===== src/rtl/interleaver_stage_1_if.sv =====
// Request/response bundle between the QPP interleaver front stage and its driver.
// Carries param_err only when INTLV_S1_PARAM_CHECK_EN is defined.
interface interleaver_stage_1_if #(
    parameter int KW = 13,
    parameter int CW = 10
);
    logic          start;
    logic [KW-1:0] K_i;
    logic [8:0]    f1_i;
    logic [9:0]    f2_i;
    logic [KW-3:0] Theta_1_0;
    logic [KW+1:0] Theta_0;
    logic [KW+1:0] Theta_1;
    logic [KW-1:0] Pi2n_plus_K4_init;
    logic [KW-1:0] Pi2n_plus_K2_init;
    logic [KW-1:0] Pi2n_plus_3K4_init;
    logic [CW-1:0] counter_r;
    logic          busy;
    logic          run_valid;
    logic          done;
`ifdef INTLV_S1_PARAM_CHECK_EN
    logic          param_err;
`endif

    modport master (
        output start, K_i, f1_i, f2_i,
        input  Theta_1_0, Theta_0, Theta_1,
        input  Pi2n_plus_K4_init, Pi2n_plus_K2_init, Pi2n_plus_3K4_init,
        input  counter_r, busy, run_valid, done
`ifdef INTLV_S1_PARAM_CHECK_EN
        , input param_err
`endif
    );

    modport slave (
        input  start, K_i, f1_i, f2_i,
        output Theta_1_0, Theta_0, Theta_1,
        output Pi2n_plus_K4_init, Pi2n_plus_K2_init, Pi2n_plus_3K4_init,
        output counter_r, busy, run_valid, done
`ifdef INTLV_S1_PARAM_CHECK_EN
        , output param_err
`endif
    );
endinterface


===== src/rtl/interleaver_stage_1.sv =====
// QPP interleaver front stage: seeds, quarter-block addresses and per-step Theta increments.
// Optional INTLV_S1_PARAM_CHECK_EN rejects illegal K/f1/f2 at start and pulses param_err.
module interleaver_stage_1 #(
    parameter int KW = 13,
    parameter int CW = 10
) (
    input logic                  clk,
    input logic                  dff_clr,
    interleaver_stage_1_if.slave bus
);
    typedef enum logic [2:0] {IDLE, PRE, MUL, RUN, DONE} state_t;
    localparam logic [3:0] LAST_BIT = 4'(KW - 1);

    state_t        state, state_nxt;
    logic [KW-1:0] k_r, f1_r, f2_r, q_r, m_r, mul_sh, acc_r, t_r;
    logic [KW-1:0] d1_r, d_r, t0_r, t1_r;
    logic [KW-1:0] theta0_r, theta1_r, pi_k4_r, pi_k2_r, pi_3k4_r;
    logic [KW-3:0] theta10_r;
    logic [CW-1:0] cnt_r;
    logic [1:0]    ph_r;
    logic [3:0]    bit_r;
    logic [2:0]    prod_r;
    logic          start_ok, mul_end, run_last, busy, run_valid, done;
    logic [KW-1:0] dbl, mcand, mul_nxt, pi1;

    function automatic logic [KW-1:0] addmod(input logic [KW-1:0] a, input logic [KW-1:0] b,
                                             input logic [KW-1:0] m);
        logic [KW:0] s;
        s = {1'b0, a} + {1'b0, b};
        if (s >= {1'b0, m}) s = s - {1'b0, m};
        return s[KW-1:0];
    endfunction

    // One double-and-add step; even products multiply by f2, odd ones by t
    always_comb begin
        dbl     = addmod(acc_r, acc_r, k_r);
        mcand   = prod_r[0] ? t_r : f2_r;
        mul_nxt = mul_sh[KW-1] ? addmod(dbl, mcand, k_r) : dbl;
        pi1     = addmod(f1_r, f2_r, k_r);
    end

    assign mul_end  = (bit_r == LAST_BIT);
    assign run_last = (cnt_r == (CW'(k_r >> 3) - CW'(1)));

`ifdef INTLV_S1_PARAM_CHECK_EN
    logic param_bad, param_err_r;
    assign param_bad = (bus.K_i < KW'(40)) || (bus.K_i > KW'(6144)) || (bus.K_i[2:0] != 3'd0) ||
                       !bus.f1_i[0] || bus.f2_i[0] ||
                       (KW'(bus.f1_i) >= bus.K_i) || (KW'(bus.f2_i) >= bus.K_i);
    assign start_ok  = bus.start && !param_bad;
    always_ff @(posedge clk or posedge dff_clr) begin
        if (dff_clr) param_err_r <= 1'b0;
        else         param_err_r <= (state == IDLE) && bus.start && param_bad;
    end
    assign bus.param_err = param_err_r;
`else
    assign start_ok = bus.start;
`endif

    always_ff @(posedge clk or posedge dff_clr) begin
        if (dff_clr) state <= IDLE;
        else         state <= state_nxt;
    end

    always_comb begin
        state_nxt = state;
        busy      = 1'b0;
        run_valid = 1'b0;
        done      = 1'b0;
        case (state)
            IDLE: if (start_ok) state_nxt = PRE;
            PRE: begin
                busy = 1'b1;
                if (ph_r == 2'd3) state_nxt = MUL;
            end
            MUL: begin
                busy = 1'b1;
                if (mul_end && prod_r == 3'd5) state_nxt = RUN;
            end
            RUN: begin
                busy      = 1'b1;
                run_valid = 1'b1;
                if (run_last) state_nxt = DONE;
            end
            DONE: begin
                busy      = 1'b1;
                done      = 1'b1;
                state_nxt = IDLE;
            end
            default: state_nxt = IDLE;
        endcase
    end

    always_ff @(posedge clk or posedge dff_clr) begin
        if (dff_clr) begin
            k_r <= '0; f1_r <= '0; f2_r <= '0; q_r <= '0; m_r <= '0; mul_sh <= '0;
            acc_r <= '0; t_r <= '0; d1_r <= '0; d_r <= '0; t0_r <= '0; t1_r <= '0;
            theta0_r <= '0; theta1_r <= '0; theta10_r <= '0;
            pi_k4_r <= '0; pi_k2_r <= '0; pi_3k4_r <= '0;
            cnt_r <= '0; ph_r <= '0; bit_r <= '0; prod_r <= '0;
        end else begin
            case (state)
                IDLE: if (start_ok) begin
                    k_r  <= bus.K_i;
                    f1_r <= KW'(bus.f1_i);
                    f2_r <= KW'(bus.f2_i);
                    ph_r <= '0;
                end
                PRE: begin
                    // d_r walks 2f2 -> 4f2 -> 8f2 (= D) across the phases
                    ph_r <= ph_r + 2'd1;
                    case (ph_r)
                        2'd0: begin
                            q_r       <= k_r >> 2;
                            theta10_r <= pi1[KW-3:0];
                            d1_r      <= addmod(f1_r, f1_r, k_r);
                            d_r       <= addmod(f2_r, f2_r, k_r);
                        end
                        2'd1: d_r <= addmod(d_r, d_r, k_r);
                        2'd2: begin
                            t0_r <= addmod(d1_r, d_r, k_r);
                            d_r  <= addmod(d_r, d_r, k_r);
                        end
                        default: begin
                            t1_r   <= addmod(d1_r, d_r, k_r);
                            m_r    <= q_r;
                            mul_sh <= q_r;
                            acc_r  <= '0;
                            bit_r  <= '0;
                            prod_r <= '0;
                        end
                    endcase
                end
                MUL: begin
                    acc_r  <= mul_end ? '0 : mul_nxt;
                    bit_r  <= mul_end ? '0 : bit_r + 4'd1;
                    mul_sh <= mul_sh << 1;
                    if (mul_end) begin
                        prod_r <= prod_r + 3'd1;
                        if (!prod_r[0]) begin
                            t_r    <= addmod(mul_nxt, f1_r, k_r);
                            mul_sh <= m_r;
                        end else begin
                            case (prod_r[2:1])
                                2'd0:    pi_k4_r  <= mul_nxt;
                                2'd1:    pi_k2_r  <= mul_nxt;
                                default: pi_3k4_r <= mul_nxt;
                            endcase
                            m_r    <= m_r + q_r;
                            mul_sh <= m_r + q_r;
                            if (prod_r == 3'd5) begin
                                theta0_r <= t0_r;
                                theta1_r <= t1_r;
                                cnt_r    <= '0;
                            end
                        end
                    end
                end
                RUN: begin
                    if (run_last) cnt_r <= '0;
                    else begin
                        cnt_r <= cnt_r + CW'(1);
                        // steps 0 and 1 share the seed; D accumulates from step 2
                        if (cnt_r != '0) begin
                            theta0_r <= addmod(theta0_r, d_r, k_r);
                            theta1_r <= addmod(theta1_r, d_r, k_r);
                        end
                    end
                end
                default: ;
            endcase
        end
    end

    assign bus.Theta_1_0          = theta10_r;
    assign bus.Theta_0            = {2'b00, theta0_r};
    assign bus.Theta_1            = {2'b00, theta1_r};
    assign bus.Pi2n_plus_K4_init  = pi_k4_r;
    assign bus.Pi2n_plus_K2_init  = pi_k2_r;
    assign bus.Pi2n_plus_3K4_init = pi_3k4_r;
    assign bus.counter_r          = cnt_r;
    assign bus.busy               = busy;
    assign bus.run_valid          = run_valid;
    assign bus.done               = done;
endmodule


===== src/flat_wrapper.sv =====
// flat-port wrapper written by rule: the top's interface ports become plain ports
module interleaver_stage_1_flat 
#(
    parameter int KW = 13,
    parameter int CW = 10
)
  (clk, dff_clr, bus_start, bus_K_i, bus_f1_i, bus_f2_i, bus_Theta_1_0, bus_Theta_0, bus_Theta_1, bus_Pi2n_plus_K4_init, bus_Pi2n_plus_K2_init, bus_Pi2n_plus_3K4_init, bus_counter_r, bus_busy, bus_run_valid, bus_done);
  interleaver_stage_1_if #(.KW(KW), .CW(CW)) bus_i ();
  input logic clk;
  input logic dff_clr;
  input wire logic [$bits(bus_i.start)-1:0] bus_start;
  input wire logic [$bits(bus_i.K_i)-1:0] bus_K_i;
  input wire logic [$bits(bus_i.f1_i)-1:0] bus_f1_i;
  input wire logic [$bits(bus_i.f2_i)-1:0] bus_f2_i;
  output wire logic [$bits(bus_i.Theta_1_0)-1:0] bus_Theta_1_0;
  output wire logic [$bits(bus_i.Theta_0)-1:0] bus_Theta_0;
  output wire logic [$bits(bus_i.Theta_1)-1:0] bus_Theta_1;
  output wire logic [$bits(bus_i.Pi2n_plus_K4_init)-1:0] bus_Pi2n_plus_K4_init;
  output wire logic [$bits(bus_i.Pi2n_plus_K2_init)-1:0] bus_Pi2n_plus_K2_init;
  output wire logic [$bits(bus_i.Pi2n_plus_3K4_init)-1:0] bus_Pi2n_plus_3K4_init;
  output wire logic [$bits(bus_i.counter_r)-1:0] bus_counter_r;
  output wire logic [$bits(bus_i.busy)-1:0] bus_busy;
  output wire logic [$bits(bus_i.run_valid)-1:0] bus_run_valid;
  output wire logic [$bits(bus_i.done)-1:0] bus_done;
  assign bus_i.start = bus_start;
  assign bus_i.K_i = bus_K_i;
  assign bus_i.f1_i = bus_f1_i;
  assign bus_i.f2_i = bus_f2_i;
  assign bus_Theta_1_0 = bus_i.Theta_1_0;
  assign bus_Theta_0 = bus_i.Theta_0;
  assign bus_Theta_1 = bus_i.Theta_1;
  assign bus_Pi2n_plus_K4_init = bus_i.Pi2n_plus_K4_init;
  assign bus_Pi2n_plus_K2_init = bus_i.Pi2n_plus_K2_init;
  assign bus_Pi2n_plus_3K4_init = bus_i.Pi2n_plus_3K4_init;
  assign bus_counter_r = bus_i.counter_r;
  assign bus_busy = bus_i.busy;
  assign bus_run_valid = bus_i.run_valid;
  assign bus_done = bus_i.done;
  interleaver_stage_1 #(.KW(KW), .CW(CW)) u_core (.clk(clk), .dff_clr(dff_clr), .bus(bus_i));
endmodule

===== config.mk =====
export PLATFORM = sky130hd
export DESIGN_NAME = interleaver_stage_1_flat
export DESIGN_NICKNAME = d
export VERILOG_FILES = /design/src/rtl/interleaver_stage_1_if.sv /design/src/rtl/interleaver_stage_1.sv /design/src/flat_wrapper.sv
export SDC_FILE = /design/constraint.sdc
export NUM_CORES = 1
export LEC_CHECK = 0
export ABC_AREA = 1
export BUFFER_PORTS_ARGS = -buffer_cell sky130_fd_sc_hd__buf_2
export CAP_MARGIN = 25
export CELL_PAD_IN_SITES_DETAIL_PLACEMENT = 1
export CELL_PAD_IN_SITES_GLOBAL_PLACEMENT = 1
export CORE_UTILIZATION = 45
export DETAILED_ROUTE_END_ITERATION = 6
export PLACE_DENSITY = 0.83
export SYNTH_ARGS = -nofsm -noshare
export SYNTH_HDL_FRONTEND = slang
export SYNTH_SLANG_ARGS = --single-unit

===== constraint.sdc =====
create_clock -name clk -period 18.1 [get_ports clk]
set_input_delay 1.81 -clock clk [delete_from_list [all_inputs] [get_ports clk]]
set_output_delay 1.81 -clock clk [all_outputs]
set_load 0.02 [all_outputs]

# Word-level counts from Yosys, hierarchy flattened
# Cells that the tools add are included.
[classes] magnitude_cmp=10 n_mux=55 reduce_logical=28 eq_ne=21 n_addsub=26 bitwise_logic=3
[op_table] operator="13-bit two-way mux" count=27
[op_table] operator="13-bit case mux with 2 select lines" count=6
[op_table] operator="14-bit by 13-bit greater-or-equal comparator with 1-bit output" count=7
[op_table] operator="13-bit subtractor" count=7
[op_table] operator="13-bit by 13-bit adder with 14-bit output" count=6
[op_table] operator="10-bit two-way mux" count=4
[op_table] operator="11-bit by 13-bit greater-or-equal comparator with 1-bit output" count=2
[op_table] operator="10-bit case mux with 2 select lines" count=1
[op_table] operator="4-bit AND reduction" count=5
[op_table] operator="3-bit two-way mux" count=6
[op_table] operator="13-bit by 9-bit adder with 14-bit output" count=1
[op_table] operator="2-bit by 1-bit != test with 1-bit output, second input constant" count=7
[op_table] operator="2-bit AND reduction" count=7
[op_table] operator="13-bit by 11-bit adder with 13-bit output" count=1
[op_table] operator="10-bit by 13-bit greater-or-equal comparator with 1-bit output" count=1
[op_table] operator="10-bit by 13-bit subtractor with 13-bit output" count=1
[op_table] operator="11-bit by 13-bit subtractor with 13-bit output" count=1
[op_table] operator="3-bit case mux with 4 select lines" count=1
[op_table] operator="10-bit by 10-bit adder with 11-bit output" count=1
[op_table] operator="9-bit by 10-bit adder with 11-bit output" count=1
[op_table] operator="11-bit two-way mux" count=1
[op_table] operator="11-bit subtractor" count=1
[op_table] operator="10-bit by 1-bit adder with 10-bit output, second input constant" count=1
[op_table] operator="9-bit by 9-bit adder with 10-bit output" count=1
[op_table] operator="29 further kinds" count=46
[word_totals] in_bits=35 out_inout_bits=93 word_cells=166 regBits=245

# Depth between registers and ports, before layout
[depth] depth_word=10 mapped_depth=58 mapped_depth_nobuf=56

# Least setup slack after synthesis
# No wires, ideal clock.
[synth_path] path_kind="register to register" from="register u_core.k_r[1]" to="register u_core.t_r[10]" setup_time_ns=0.118 n_path_buf=4 t_arrival_ns=7.723 period_less_slack_ns=7.841 t_required_ns=17.982 setup_slack_ns=10.259 path_stages_with_launch=54 cell_sequence="dfrtp_1 > inv_1 > ha_1 > ha_1 > nand3_1 > nor3_1 > nand4_1 > nand3_2 > buf_6 > buf_2 > nand2_1 > inv_1 > ha_1 > fa_1 > nand3_1 > nand2_1 > a21oi_1 > xnor2_1 > [... 18 more ...] > a21oi_1 > o21bai_1 > a21oi_1 > nor2_8 > nand2_1 > nand2_1 > and2_1 > ha_1 > nand2_1 > nor2_1 > nand2_1 > o221ai_1 > a21oi_4 > nand2_4 > buf_6 > nand2_1 > nand3_1 > nand2_1"
[synth_via] elab_chain_len=9 word_cells_on_any_way=12 classes_between="5 x add/sub; 3 x order compare; 4 x mux"
[synth_rtl] element="from (decl)" line_no="interleaver_stage_1.sv:15" text="logic [KW-1:0] k_r, f1_r, f2_r, q_r, m_r, mul_sh, acc_r, t_r;"
[synth_rtl] element="from (signal assigned)" line_no="interleaver_stage_1.sv:104" text="k_r <= bus.K_i;"
[synth_rtl] element="13-bit subtractor or 14-bit by 13-bit greater-or-equal comparator with 1-bit output (tied branches)" line_no="interleaver_stage_1.sv:30" text="if (s >= {1'b0, m}) s = s - {1'b0, m};"
[synth_rtl] element="13-bit two-way mux" line_no="interleaver_stage_1.sv:30"
[synth_rtl] element="13-bit by 13-bit adder with 14-bit output" line_no="interleaver_stage_1.sv:29" text="s = {1'b0, a} + {1'b0, b};"
[synth_rtl] element="13-bit subtractor or 14-bit by 13-bit greater-or-equal comparator with 1-bit output (tied branches)" line_no="interleaver_stage_1.sv:30"
[synth_rtl] element="13-bit two-way mux" line_no="interleaver_stage_1.sv:30"
[synth_rtl] element="13-bit two-way mux *" line_no="interleaver_stage_1.sv:38" text="mul_nxt = mul_sh[KW-1] ? addmod(dbl, mcand, k_r) : dbl;"
[synth_rtl] element="net u_core.mul_nxt[2]" line_no="interleaver_stage_1.sv:24" text="logic [KW-1:0] dbl, mcand, mul_nxt, pi1;"
[synth_rtl] element="13-bit by 9-bit adder with 14-bit output *" line_no="interleaver_stage_1.sv:29"
[synth_rtl] element="13-bit subtractor or 14-bit by 13-bit greater-or-equal comparator with 1-bit output (tied branches)" line_no="interleaver_stage_1.sv:30"
[synth_rtl] element="13-bit two-way mux *" line_no="interleaver_stage_1.sv:30"
[synth_rtl] element="to (signal assigned)" line_no="interleaver_stage_1.sv:141" text="t_r <= addmod(mul_nxt, f1_r, k_r);"
[synth_rtl] element="to (decl)" line_no="interleaver_stage_1.sv:15"
# Mark *: on every way through the listed nets, which the timed path passes. The rest lies on a longest branch.
# A chain may end at the register's enable or synchronous reset.

# Worst setup path after layout
[layout_path] from="register u_core.k_r[5]" to="register u_core.t_r[12]"
[layout_via] elab_chain_len=9 word_cells_on_any_way=12 classes_between="5 x add/sub; 3 x order compare; 4 x mux"
[layout_rtl] element="14-bit by 13-bit greater-or-equal comparator with 1-bit output or 13-bit subtractor (tied branches)" line_no="interleaver_stage_1.sv:30"
[layout_rtl] element="13-bit two-way mux" line_no="interleaver_stage_1.sv:30"
[layout_rtl] element="13-bit by 13-bit adder with 14-bit output" line_no="interleaver_stage_1.sv:29"
[layout_rtl] element="13-bit subtractor or 14-bit by 13-bit greater-or-equal comparator with 1-bit output (tied branches)" line_no="interleaver_stage_1.sv:30"
[layout_rtl] element="13-bit two-way mux" line_no="interleaver_stage_1.sv:30"
[layout_rtl] element="13-bit two-way mux *" line_no="interleaver_stage_1.sv:38"
[layout_rtl] element="net u_core.mul_nxt[1]" line_no="interleaver_stage_1.sv:24"
[layout_rtl] element="13-bit by 9-bit adder with 14-bit output *" line_no="interleaver_stage_1.sv:29"
[layout_rtl] element="13-bit subtractor or 14-bit by 13-bit greater-or-equal comparator with 1-bit output (tied branches)" line_no="interleaver_stage_1.sv:30"
[layout_rtl] element="13-bit two-way mux *" line_no="interleaver_stage_1.sv:30"
# Marked as above.

==> results list <==
- STA classifies the critical path endpoint as a flip-flop.
- Post-synthesis instance area: 21280 µm²
- Count of synthesis-stage warnings from yosys: 0
* Worst Setup Slack, final: 8537 ps
- The final hold violation count is 0.
- Setup repair after global routing left no endpoint under its margin.
* Initial drt markers: 1227
* # port buffers: 123
- The share of the Yosys chip area taken by registers is 28.81%.
* Fraction of the cycle the final worst path needs: 52.83%
- The die is 219.5 µm wide.
- Worst-Margin Slew: 875.5 ps
* Post-layout minimum cycle time: 9563 ps
- Post-route core utilization: 50.82%
- Clock input transition at the sequential cells of the worst setup and hold paths: 60 ps
- The die is 219.5 µm tall.
* Clock H-tree levels: 1
- In this run, synthesis inferred 0 flip-flops with an integrated enable.
- Across the run, the number of max-cap violations was 0.
- Achievable Freq: 0.1046 GHz
- The initial antenna violation count was 1.
- Once the floorplan was initialized, standard cells occupied 45.71% of the core.
- The number of hold buffers added after CTS was 0.
* DR DRC count: 0
* Slowest-stage cell, CP: sky130_fd_sc_hd__fa_1
- Type of the most critical hold path: reg2reg
- The number of clock buffers added by TritonCTS is 31.
- For the worst setup path, the data arrival time is 10060 ps.
- Synthesized flop and latch total: 245
- Startpoint type of the worst setup path: flip-flop
- The total overflow left after global routing is 0.
- Total number of nets in the final design: 3290
* TritonCTS clock tree: yes
* Setup total negative slack: 0 ps
* CP dominant cell by count: sky130_fd_sc_hd__nand2_1
* Slowest cell delay on critical path: 560 ps
* Overall Global Routing Usage: 34.18%
- Critical Path Source: u_core.k_r[5]
- Avg Synthesized Cell Area: 7.307 µm²
- The critical path crosses 46 cells after its start point.
- Buffer levels on the longest clock path: 3
- Number of sinks handled by clock tree synthesis: 245
- Across all register-to-register paths, the minimum setup slack is 8540 ps.
- End point of the critical path: u_core.t_r[12]
- Skew-Pair Late Insertion Delay: 610 ps
- Among all flip-flop cells after synthesis, the most frequent one is sky130_fd_sc_hd__dfrtp_1.
- After detailed routing, the number of vias per cell comes to 5.834.
- The cell count after synthesis came out at 2912.
* Total wire length: 82130 µm
* Proportion of layout cells with a drive suffix above 1: 9.488%
- Critical path class: reg2reg
* Global-route wire length before repair: 127200 µm
- Post-place setup slack: 8710 ps
* Root buf cell: sky130_fd_sc_hd__clkbuf_16
- Final clock skew: 20.78 ps
- For the worst flop-to-flop path, the logic depth is 46.
- Buf+Inv Stages, Crit Path: 7
- Crit path max fanout: 20
- I/O pins: 128
- Antenna violation net count after detailed routing: 0
- The worst register-to-register path ends at u_core.t_r[12].
- Wire per inst: 22.47 µm
* Number of global-route vias before repair: 22520
- Once the clock tree was built, the setup fixing pass inserted 0 buffers.
- Routed vias: 21320
* Critical Path RT: 18600 ps
- Summed over all nets, the half-perimeter wirelength after detailed placement is 61670 µm.
- In this run the standard cell core region covers 46560 µm².
- Share of synthesized registers carrying an async set or reset: 100.0%
- The first detailed-routing pass took 5 iterations.
* Synthesis-to-layout area growth: 11.20%
- Broken down by cell family, the worst path's largest delay share belongs to simple AND/OR/NAND/NOR gates.
- The worst register-to-register path begins at u_core.k_r[5].
* Routability Congestion: 0.9660
* Number of core rows: 79
* Final setup violation count: 0
- Resized Gates After CTS: 0
- In this run the tightest slew margin relative to its limit is 41.57%.
- The run finished with clean final reports.
* Number of slew-limit violations in the final report: 0
* Pin count of the biggest net entering global routing: 73
- Die area: 48160 µm²
* Fill count: 5933
- Post-synthesis cell type count: 62
Yosys cell counts (7+ instances only):
cell type / number / area (µm²)
sky130_fd_sc_hd__a21o_1: 17 / 127.6
sky130_fd_sc_hd__a21oi_1: 273 / 1366
sky130_fd_sc_hd__a31oi_1: 23 / 143.9
sky130_fd_sc_hd__buf_2: 14 / 70.07
sky130_fd_sc_hd__buf_4: 7 / 52.55
sky130_fd_sc_hd__clkbuf_1: 54 / 202.7
sky130_fd_sc_hd__dfrtp_1: 245 / 6131
sky130_fd_sc_hd__fa_1: 17 / 340.3
sky130_fd_sc_hd__ha_1: 216 / 2703
sky130_fd_sc_hd__inv_1: 335 / 1257
sky130_fd_sc_hd__mux2_2: 10 / 112.6
sky130_fd_sc_hd__nand2_1: 628 / 2357
sky130_fd_sc_hd__nand2_2: 7 / 43.79
sky130_fd_sc_hd__nand3_1: 166 / 830.8
sky130_fd_sc_hd__nand3_2: 10 / 100.1
sky130_fd_sc_hd__nand3b_1: 10 / 75.07
sky130_fd_sc_hd__nand4_1: 59 / 369.1
sky130_fd_sc_hd__nor2_1: 227 / 852.1
sky130_fd_sc_hd__nor3_1: 28 / 140.1
sky130_fd_sc_hd__o2111ai_1: 10 / 87.58
sky130_fd_sc_hd__o211ai_1: 49 / 367.9
sky130_fd_sc_hd__o21ai_0: 192 / 960.9
sky130_fd_sc_hd__o21ai_1: 8 / 40.04
sky130_fd_sc_hd__o21bai_1: 23 / 172.7
sky130_fd_sc_hd__o221ai_1: 7 / 61.31
sky130_fd_sc_hd__o22ai_1: 13 / 81.33
sky130_fd_sc_hd__or2_2: 21 / 131.4
sky130_fd_sc_hd__xnor2_1: 47 / 411.6
sky130_fd_sc_hd__xor2_1: 116 / 1016
layer usage:
| metal | up-vias | GRT usage [%] | routed length, µm |
|---|---|---|---|
| met5 | - | 0 | 0 |
| met4 | 0 | 15.39 | 3865 |
| met3 | 187 | 3.685 | 3336 |
| met2 | 526 | 61.66 | 41280 |
| met1 | 10580 | 40.60 | 33650 |
| li1 | 10030 | - | - |
worst min-delay path by stage:
| stage | start | end | slack (ps) | cells after the start |
|---|---|---|---|---|
| 4_1_cts | u_core.t1_r[1] | u_core.t1_r[1] | 490 | 2 |
| 2_1_floorplan | u_core.t_r[11] | u_core.t_r[11] | 450 | 2 |
| 3_5_place_dp | u_core.t1_r[1] | u_core.t1_r[1] | 470 | 2 |
| 6_report | u_core.t0_r[2] | u_core.t0_r[2] | 490 | 2 |
| 5_1_grt | u_core.t_r[0] | u_core.t_r[0] | 490 | 2 |
| 3_3_place_gp | u_core.bus.Pi2n_plus_K2_init[9] | u_core.bus.Pi2n_plus_K2_init[9] | 460 | 2 |
worst reg2reg max path: cells and delay by family, from the launching register on:
family	cells	cell delay (ps)
buffers and inverters	7	1560
DFF	1	420
AOI/OAI and AO/OA	12	2570
adders and majority gates	5	1930
xor gates and xnor gates	2	430
and+or+nand+nor	20	2560
cells in the final DEF, fill, tap and decap left out, drive strengths merged, types with 3 or more instances in the layout:
cell	instances
a211oi	6
a21boi	3
a21o	17
a21oi	275
a31oi	24
a41oi	6
and2	6
buf	155
clkbuf	44
clkinv	7
conb	4
dfrtp	245
fa	17
ha	216
inv	343
mux2	10
nand2	641
nand3	177
nand3b	10
nand4	59
nor2	232
nor3	30
nor3b	3
nor4	6
o2111ai	10
o211ai	50
o21a	5
o21ai	203
o21bai	23
o221ai	7
o22ai	13
o31ai	3
or2	21
xnor2	47
xor2	117
cell type report:
| class | count | area (µm²) | share of cell area (%) |
|---|---|---|---|
| multi-input cells | 2249 | 13540 | 57.24 |
| flip-flops and latches | 245 | 6131 | 25.91 |
| inverters | 340 | 1284 | 5.425 |
| clock buffers | 44 | 914.6 | 3.865 |
| repair buffers | 155 | 895.9 | 3.786 |
| well taps | 607 | 759.5 | 3.210 |
| clock inverters | 13 | 127.6 | 0.5394 |
| diodes | 2 | 5.005 | 0.02115 |
stage by stage:
stage | hold WS [ps] | cells | instance area (µm²)
global route | 493.8 | 3654 | 23660
CTS | 485.1 | 3650 | 23610
floorplan | 448.7 | 2915 | 21290
finish | 485.6 | 3655 | 23660
detailed placement | 468.7 | 3593 | 22560
global placement | 464.7 | 3591 | 22540
cells by family after synthesis:
group           after synthesis  share of synthesized area (%)
buf+inv                     421                          7.703
simple gates               1187                          24.34
mux                          10                         0.5292
xor+xnor                    164                          6.785
other cells                   1                        0.01762
compound gates              651                          17.52
flops                       245                          28.81
fa+ha+maj                   233                          14.30
flip-flops by register name (all words and copies together), names as in the netlist, 10 cells and up:
register                       flops
u_core.t0_r                       13
u_core.k_r                        13
u_core.bus.counter_r              10
u_core.acc_r                      13
u_core.q_r                        11
u_core.m_r                        13
u_core.bus.Pi2n_plus_3K4_init     13
u_core.theta0_r                   13
u_core.t_r                        13
u_core.f2_r                       10
u_core.bus.Theta_1_0              11
u_core.d_r                        13
u_core.bus.Pi2n_plus_K4_init      13
u_core.mul_sh                     13
u_core.theta1_r                   13
u_core.bus.Pi2n_plus_K2_init      13
u_core.t1_r                       13
u_core.d1_r                       13
Power is left out: the tool's default activity adds up to more than one toggle a clock period on the data nets, which glitch-free logic cannot reach.
